## config.mk

```make
export PLATFORM = sky130hd
export DESIGN_NAME = vga_timing_gen
export DESIGN_NICKNAME = d
export VERILOG_FILES = /design/src/rtl/vga_timing_gen.sv
export SDC_FILE = /design/constraint.sdc
export NUM_CORES = 1
export LEC_CHECK = 0
export BUFFER_PORTS_ARGS = -buffer_cell sky130_fd_sc_hd__buf_2
export CORE_MARGIN = 2
export CORE_UTILIZATION = 25
export CTS_CLUSTER_DIAMETER = 80
export DETAILED_ROUTE_END_ITERATION = 12
export HOLD_SLACK_MARGIN = 0.02
export PLACE_DENSITY_LB_ADDON = 0.08
export SKIP_LAST_GASP = 1
export SYNTH_ARGS = -nofsm -noshare
export SYNTH_HDL_FRONTEND = slang
export SYNTH_SLANG_ARGS = --single-unit
```

## constraint.sdc

```tcl
create_clock -name clk -period 2.91 [get_ports clk]
set_input_delay 0.4365 -clock clk [delete_from_list [all_inputs] [get_ports clk]]
set_output_delay 0.4365 -clock clk [all_outputs]
set_load 0.05 [all_outputs]
```

## src/rtl/vga_timing_gen.sv

```systemverilog
// vga_timing_gen: VGA raster timing for the Pong display.
//
// A clk-domain pixel-enable divider (CLK_DIV clk per pixel) advances a
// horizontal/vertical position counter pair. Sync, blanking and the strobes
// are decoded from the *next* position and registered with it, so every
// output changes on the same clk edge as hcount/vcount.
//
// Ports
//   clk          in   system clock, all logic on posedge
//   rst          in   synchronous reset, active-low
//   hcount       out  [9:0] pixel column, 0..H_TOTAL-1
//   vcount       out  [9:0] line, 0..V_TOTAL-1
//   hsync/vsync  out  sync pulses, asserted level = SYNC_POL
//   video_on     out  position lies inside the visible area
//   pix_en       out  1-clk strobe on the first clk of each pixel position
//   line_start   out  1-clk strobe when hcount becomes 0
//   frame_start  out  1-clk strobe when (hcount,vcount) becomes (0,0)
//   frame_count  out  [7:0] frames started since reset, wraps
//
// Counters are 10 bits wide: H_TOTAL and V_TOTAL must not exceed 1024.
module vga_timing_gen #(
  parameter int   CLK_DIV  = 2,
  parameter int   H_ACTIVE = 640,
  parameter int   H_FP     = 16,
  parameter int   H_SYNC   = 96,
  parameter int   H_BP     = 48,
  parameter int   V_ACTIVE = 480,
  parameter int   V_FP     = 10,
  parameter int   V_SYNC   = 2,
  parameter int   V_BP     = 33,
  parameter logic SYNC_POL = 1'b0
) (
  input  logic       clk,
  input  logic       rst,
  output logic [9:0] hcount,
  output logic [9:0] vcount,
  output logic       hsync,
  output logic       vsync,
  output logic       video_on,
  output logic       pix_en,
  output logic       line_start,
  output logic       frame_start,
  output logic [7:0] frame_count
);

  localparam int H_TOTAL  = H_ACTIVE + H_FP + H_SYNC + H_BP;
  localparam int V_TOTAL  = V_ACTIVE + V_FP + V_SYNC + V_BP;
  localparam int HS_START = H_ACTIVE + H_FP;
  localparam int HS_END   = HS_START + H_SYNC;   // exclusive
  localparam int VS_START = V_ACTIVE + V_FP;
  localparam int VS_END   = VS_START + V_SYNC;   // exclusive
  localparam int DW       = (CLK_DIV > 1) ? $clog2(CLK_DIV) : 1;

  logic [DW-1:0] div_cnt;
  logic          tick;
  logic          h_wrap, v_wrap;
  logic [9:0]    h_nxt, v_nxt;
  logic          hs_nxt, vs_nxt, von_nxt;

  // With CLK_DIV=1 the divider sits at 0 and tick is permanently high.
  assign tick = (div_cnt == DW'(CLK_DIV - 1));

  // Next raster position; only committed on a tick edge.
  always_comb begin
    h_wrap  = (hcount == 10'(H_TOTAL - 1));
    v_wrap  = (vcount == 10'(V_TOTAL - 1));
    h_nxt   = h_wrap ? 10'd0 : hcount + 10'd1;
    v_nxt   = vcount;
    if (h_wrap)
      v_nxt = v_wrap ? 10'd0 : vcount + 10'd1;
    // 11-bit compares so an end bound of exactly 1024 still works.
    hs_nxt  = ({1'b0, h_nxt} >= 11'(HS_START)) && ({1'b0, h_nxt} < 11'(HS_END));
    vs_nxt  = ({1'b0, v_nxt} >= 11'(VS_START)) && ({1'b0, v_nxt} < 11'(VS_END));
    von_nxt = ({1'b0, h_nxt} < 11'(H_ACTIVE)) && ({1'b0, v_nxt} < 11'(V_ACTIVE));
  end

  always_ff @(posedge clk) begin
    if (!rst) begin
      // Park on the last position so the first tick lands on (0,0).
      div_cnt     <= '0;
      hcount      <= 10'(H_TOTAL - 1);
      vcount      <= 10'(V_TOTAL - 1);
      hsync       <= ~SYNC_POL;
      vsync       <= ~SYNC_POL;
      video_on    <= 1'b0;
      pix_en      <= 1'b0;
      line_start  <= 1'b0;
      frame_start <= 1'b0;
      frame_count <= 8'd0;
    end else begin
      div_cnt     <= tick ? '0 : div_cnt + DW'(1);
      pix_en      <= tick;
      line_start  <= tick && h_wrap;
      frame_start <= tick && h_wrap && v_wrap;
      if (tick) begin
        hcount   <= h_nxt;
        vcount   <= v_nxt;
        hsync    <= hs_nxt ? SYNC_POL : ~SYNC_POL;
        vsync    <= vs_nxt ? SYNC_POL : ~SYNC_POL;
        video_on <= von_nxt;
        if (h_wrap && v_wrap)
          frame_count <= frame_count + 8'd1;
      end
    end
  end

endmodule

```

# Word level (Yosys, flattened, before mapping)
# Cells that the tools add are included.
dict set report word_totals {
  mem_bits_ro 0
  regBits 35
  memories 0
  latchBits 0
  ramBits 0
  wordCells 36
  input_bits 2
  out_inout_bits 34
}
dict set report classes {
  mux 5
  div 0
  eq_ne 2
  n_mul 0
  n_lt_le_gt_ge 6
  reduce_logical 8
  addsub 4
  shifts 0
  bitwise_logic 1
}
# operator n
set ops {}
lappend ops {{two-way mux 10 bit} 3}
lappend ops {{adder 10 x 1 -> 10 bit (second input constant)} 2}
lappend ops {{== test 10 bit (second input constant)} 2}
lappend ops {{less-than comparator 10 bit (second input constant)} 2}
lappend ops {{less-than comparator 10 x 9 -> 1 bit (second input constant)} 2}
lappend ops {{greater-or-equal comparator 10 bit (second input constant)} 1}
lappend ops {{greater-or-equal comparator 10 x 9 -> 1 bit (second input constant)} 1}
lappend ops {{adder 8 x 1 -> 8 bit (second input constant)} 1}
lappend ops {{logical AND 1 bit} 6}
lappend ops {{two-way mux 1 bit} 2}
lappend ops {{AND reduction 2 bit} 1}
lappend ops {{OR reduction 2 bit} 1}
lappend ops {{adder 1 bit (second input constant)} 1}
lappend ops {{NOT 1 bit} 1}

# Depth between registers and ports, before layout
dict set report logic_depth {
  depth_word 6
  mapped_depth 8
  mapped_depth_nobuf 7
}

# Worst setup path before layout
# OpenSTA, ideal clock, no wires.
dict set report synth_timing {
  path_type {register to register}
  start {register hcount[0]}
  end {register hsync}
  n_path_buf 0
  setup_time_ns 0.122
  t_required_ns 2.788
  stages_incl_launch_ff 7
  setup_slack_ns 0.400
  period_less_slack_ns 2.510
  arrival_ns 2.388
  cell_sequence {dfxtp_1 > ha_1 > nand4_1 > nor2_1 > xor2_1 > or4_1 > o32a_1}
}
dict set report synth_between {
  elab_chain_len 5
  elab_cells_between_ends 7
  classes_between {1 x add/sub; 2 x order compare; 1 x eq/ne; 2 x mux; 1 x reduce/logical}
}
# element line
set synth_lines {}
lappend synth_lines {{start: declaration} 35} ;# output logic [9:0] hcount,
lappend synth_lines {{start signal: assignment} 81} ;# hcount <= 10'(H_TOTAL - 1);
lappend synth_lines {{start signal: assignment} 96} ;# hcount <= h_nxt;
lappend synth_lines {{adder 10 x 1 -> 10 bit or == test 10 bit (tied branches)} {67, 65}}
lappend synth_lines {{two-way mux 10 bit *} 67} ;# h_nxt = h_wrap ? 10'd0 : hcount + 10'd1;
lappend synth_lines {{greater-or-equal comparator 10 bit or less-than comparator 10 bit (tied branches)} 72} ;# hs_nxt = ({1'b0, h_nxt} >= 11'(HS_START)) && ({1'b0, h_nxt} < 11'(HS_END));
lappend synth_lines {{logical AND 1 bit *} 72}
lappend synth_lines {{two-way mux 1 bit *} 98} ;# hsync <= hs_nxt ? SYNC_POL : ~SYNC_POL;
lappend synth_lines {{end signal: assignment} 83} ;# hsync <= ~SYNC_POL;
lappend synth_lines {{end signal: assignment} 98}
lappend synth_lines {{end: declaration} 37} ;# output logic hsync,
# Every way passes the cells marked *; elsewhere a longest branch is shown, timed or not.
# A chain may end at the register's enable or synchronous reset.

# Worst setup path after layout
# Same ends and word-level chain as after synthesis.

==> impl_results.html <==
<table>
<tr><th>Metric</th><th>Value</th></tr>
<tr><th colspan="2">Global route</th></tr>
<tr><td>Tot GR Track Use</td><td>13.2%</td></tr>
<tr><td>Residual overflow from global routing</td><td>0</td></tr>
<tr><td>Wire length of the first global-routing pass</td><td>9.13 mm</td></tr>
<tr><td>Number of antenna violations at the first check in global routing</td><td>0</td></tr>
<tr><td>Via count of the first global-routing pass</td><td>1720</td></tr>
<tr><td>Largest net degree at the start of global routing</td><td>28</td></tr>
<tr><th colspan="2">Power and ir drop</th></tr>
<tr><td>NetSw</td><td>526 uW</td></tr>
<tr><td>Maximum vdd drop</td><td>0.178 mV</td></tr>
<tr><td>Cell internal power dissipation</td><td>906 uW</td></tr>
<tr><td>Portion of total power attributed to combinational logic</td><td>28.9%</td></tr>
<tr><td>Share of power burned in the clock network</td><td>32.8%</td></tr>
<tr><td>Power density of the placed cells</td><td>587 mW/mm^2</td></tr>
<tr><td>Share of total power in sequential cells</td><td>38.4%</td></tr>
<tr><td>LEAKAGE</td><td>0.000977 uW</td></tr>
<tr><td>Net Sw Frac</td><td>36.8%</td></tr>
<tr><th colspan="2">Status</th></tr>
<tr><td>Outcome</td><td>finished clean</td></tr>
<tr><th colspan="2">Cells and area</th></tr>
<tr><td>Registers with the most flip-flops</td><td>hcount: 10 flops, vcount: 10 flops, frame_count: 8 flops</td></tr>
<tr><td>Storage cell area</td><td>701 um^2</td></tr>
<tr><td>Final nets</td><td>284</td></tr>
<tr><td>Count of filler cells inserted in the layout</td><td>920</td></tr>
<tr><td>Most frequent cells in the layout</td><td>dfxtp_1, buf_2, nand2_1</td></tr>
<tr><td>Area growth from synthesis to layout</td><td>18.7%</td></tr>
<tr><td>Non-filler instance count after layout</td><td>383</td></tr>
<tr><td>Diode count</td><td>0</td></tr>
<tr><td>Share of final-layout standard cells stronger than drive strength 1</td><td>20.5%</td></tr>
<tr><td>Area of the multi-input gates</td><td>0.00124 mm^2</td></tr>
<tr><th colspan="2">Logic synthesis</th></tr>
<tr><td>Share of async-settable or async-resettable flops after synthesis</td><td>0%</td></tr>
<tr><td>Synth cell types</td><td>51</td></tr>
<tr><td>Register area share after synthesis</td><td>34.1%</td></tr>
<tr><td>Post-Syn Nets</td><td>253</td></tr>
<tr><td>Synthesized instance count</td><td>246</td></tr>
<tr><td>#FFs+latches synth</td><td>35</td></tr>
<tr><td>Post-Synthesis Cell Area</td><td>0.00206 mm^2</td></tr>
<tr><td>Top_reg_cell synth</td><td>dfxtp_1</td></tr>
<tr><td>Average cell area after synthesis</td><td>8.36 um^2</td></tr>
<tr><td>Count of synthesis-stage warnings from yosys</td><td>0</td></tr>
<tr><td>Count of flip-flops with a built-in enable after synthesis</td><td>0</td></tr>
<tr><th colspan="2">Critical path</th></tr>
<tr><td>Critical path class</td><td>register to register</td></tr>
<tr><td>Data required time of the critical path</td><td>3.10 ns</td></tr>
<tr><td>Element type at the critical path end</td><td>register</td></tr>
<tr><td>Max FO, Critical Path</td><td>7</td></tr>
<tr><td>Startpoint type of the worst setup path</td><td>register</td></tr>
<tr><td>WP data arrival</td><td>2.51 ns</td></tr>
<tr><th colspan="2">Floorplan</th></tr>
<tr><td>Die area</td><td>0.00896 mm^2</td></tr>
<tr><td>Die Span X</td><td>94.7 um</td></tr>
<tr><td>Vertical die dimension</td><td>94.7 um</td></tr>
<tr><td>Top-Level Pins</td><td>36</td></tr>
<tr><td>Initial standard-cell utilization of the core</td><td>25.4%</td></tr>
<tr><td>Number of standard-cell rows in the floorplan</td><td>33</td></tr>
<tr><td>Area of the core</td><td>0.00809 mm^2</td></tr>
<tr><th colspan="2">Timing</th></tr>
<tr><td>Final Setup Violations</td><td>0</td></tr>
<tr><td>Final worst slack</td><td>0.586 ns</td></tr>
<tr><td>Number of hold violations in the final report</td><td>0</td></tr>
<tr><td>Max Clk Rate</td><td>430 MHz</td></tr>
<tr><td>Actual transition at the worst max-transition pin</td><td>0.780 ns</td></tr>
<tr><td>Portion of the clock cycle consumed by the worst path in the final layout</td><td>79.9%</td></tr>
<tr><td>Setup TNS Final</td><td>0 ns</td></tr>
<tr><td>Number of max-slew violations in the final report</td><td>0</td></tr>
<tr><td>Worst clock skew on the final layout</td><td>0.00627 ns</td></tr>
<tr><td>Unrepaired setup endpoints after global routing</td><td>no</td></tr>
<tr><td>Worst max-slew margin expressed relative to the limit</td><td>47.6%</td></tr>
<tr><td>Clock period minus worst slack</td><td>2.32 ns</td></tr>
<tr><th colspan="2">Route</th></tr>
<tr><td>Number of vias per cell after detailed routing</td><td>4.95</td></tr>
<tr><td>Final Routed Wirelength</td><td>5.79 mm</td></tr>
<tr><td>Violation count after the first detailed-routing iteration</td><td>72</td></tr>
<tr><td>DR pass1 iterations</td><td>4</td></tr>
<tr><td>Post-DRT Antenna Nets</td><td>0</td></tr>
<tr><td>Vias</td><td>1897</td></tr>
<tr><td>DRC violation count after routing</td><td>0</td></tr>
<tr><td>Routed length per placed instance</td><td>15.1 um</td></tr>
<tr><th colspan="2">Clocking</th></tr>
<tr><td>CTS-repair resized insts</td><td>0</td></tr>
<tr><td>Number of H-tree branching levels</td><td>2</td></tr>
<tr><td>Worst skew pair latency</td><td>0.29 ns</td></tr>
<tr><td>TritonCTS clock tree</td><td>built</td></tr>
<tr><td>Number of CTS-inserted buffers</td><td>5</td></tr>
<tr><td>Setup fix buffers added after clock tree synthesis</td><td>0</td></tr>
<tr><td>Total number of clock tree sinks</td><td>35</td></tr>
<tr><td>CTS Hold Buffers Added</td><td>0</td></tr>
<tr><td>Buffer type at the clock tree root</td><td>clkbuf_8</td></tr>
<tr><td>Worst-path clk slew</td><td>0.08 ns</td></tr>
<tr><td>Largest buffer count on any clock path</td><td>2</td></tr>
<tr><th colspan="2">Placed design</th></tr>
<tr><td>Placed Cells incl. Taps</td><td>375</td></tr>
<tr><td>Detailed placement HPWL</td><td>4.14 mm</td></tr>
<tr><td>Worst-case setup slack after placement</td><td>0.620 ns</td></tr>
<tr><td>Final weighted congestion of routability-driven global placement</td><td>0.809</td></tr>
<tr><td>I/O Buffers</td><td>35</td></tr>
<tr><th colspan="2">Min path</th></tr>
<tr><td>HP Class</td><td>register to register</td></tr>
<tr><th colspan="2">Flow run</th></tr>
<tr><td>Max capacitance violation total</td><td>0</td></tr>
</table>
cell usage after synthesis (2+ instances only):
library cell / n / area, um^2
dfxtp_1: 35 / 701
nand2_1: 22 / 82.6
o21ai_0: 19 / 95.1
and2_1: 13 / 81.3
nor2_1: 12 / 45.0
clkbuf_1: 11 / 41.3
nand3_1: 11 / 55.1
xnor2_1: 9 / 78.8
a21oi_1: 8 / 40.0
inv_1: 7 / 26.3
nand4_1: 7 / 43.8
a21boi_0: 6 / 45.0
ha_1: 5 / 62.6
nor3_1: 5 / 25.0
o31ai_1: 5 / 37.5
xor2_1: 5 / 43.8
a31oi_1: 4 / 25.0
and3_1: 4 / 25.0
and4_1: 4 / 35.0
buf_2: 4 / 20.0
o21a_1: 4 / 30.0
mux2i_1: 3 / 30.0
nor2b_1: 3 / 18.8
nor4_1: 3 / 18.8
o311ai_0: 3 / 26.3
or3_1: 3 / 18.8
or4_1: 3 / 22.5
a21o_1: 2 / 15.0
buf_6: 2 / 22.5
nand2b_1: 2 / 12.5
o22ai_1: 2 / 12.5
worst max-delay path: stages (launching register included):
cell,delay (ns)
dfxtp_1,0.44
ha_1,0.29
nand4_1,0.31
nor2_1,0.22
xor2_1,0.09
or4_1,0.53
o32a_1,0.33
stage by stage:
step / utilization, % / instance area, um^2 / total power [uW] / hold slack (ns)
4_1_cts: 30.2 / 2440 / 1460 / 0.483
3_5_place_dp: 28.7 / 2320 / 976 / 0.460
3_3_place_gp: 28.7 / 2320 / 979 / 0.467
6_report: 30.2 / 2440 / 1430 / 0.485
5_1_grt: 30.2 / 2440 / 1520 / 0.502
2_1_floorplan: - / 2060 / 872 / 0.481
final timing paths:
kind	from	endpoint	cells past startpoint	slack, ns
setup reg to reg	hcount[0]	hsync	6	0.59
setup / recovery	hcount[0]	hsync	6	0.59
hold reg to reg	video_on	video_on	2	0.49
hold / removal	video_on	video_on	2	0.49
layer usage:
layer	vias up	share of wire (%)	track usage [%]
met4	0	1.7	4.71
met1	891	51	18.8
met5	-	0	0
met2	35	43	19.6
met3	9	3.9	3.03
li1	962	-	-
cell families after synthesis:
family	synth area share, %
AO/OA/AOI/OAI	19.2
multiplexers	2.01
adder cells (fa/ha/maj)	3.04
AND/OR/NAND/NOR	30.4
buffers and inverters	5.36
flip-flops	34.1
XOR/XNOR	5.96
layout make-up:
type | count | area share, %
multi-input cells | 187 | 51.0
flip-flops and latches | 35 | 28.7
repair buffers | 41 | 9.02
well taps | 105 | 5.38
clock buffers | 6 | 3.38
clock inverters | 2 | 1.44
inverters | 7 | 1.08
power groups by stage:
stage	Combinational, uW	Clock [uW]	Sequential (uW)
5_1_grt	449	510	556
2_1_floorplan	238	0	633
3_5_place_dp	415	0	561
6_report	413	469	550
4_1_cts	416	490	550
3_3_place_gp	418	0	562
(Power assumes the default switching activity.)
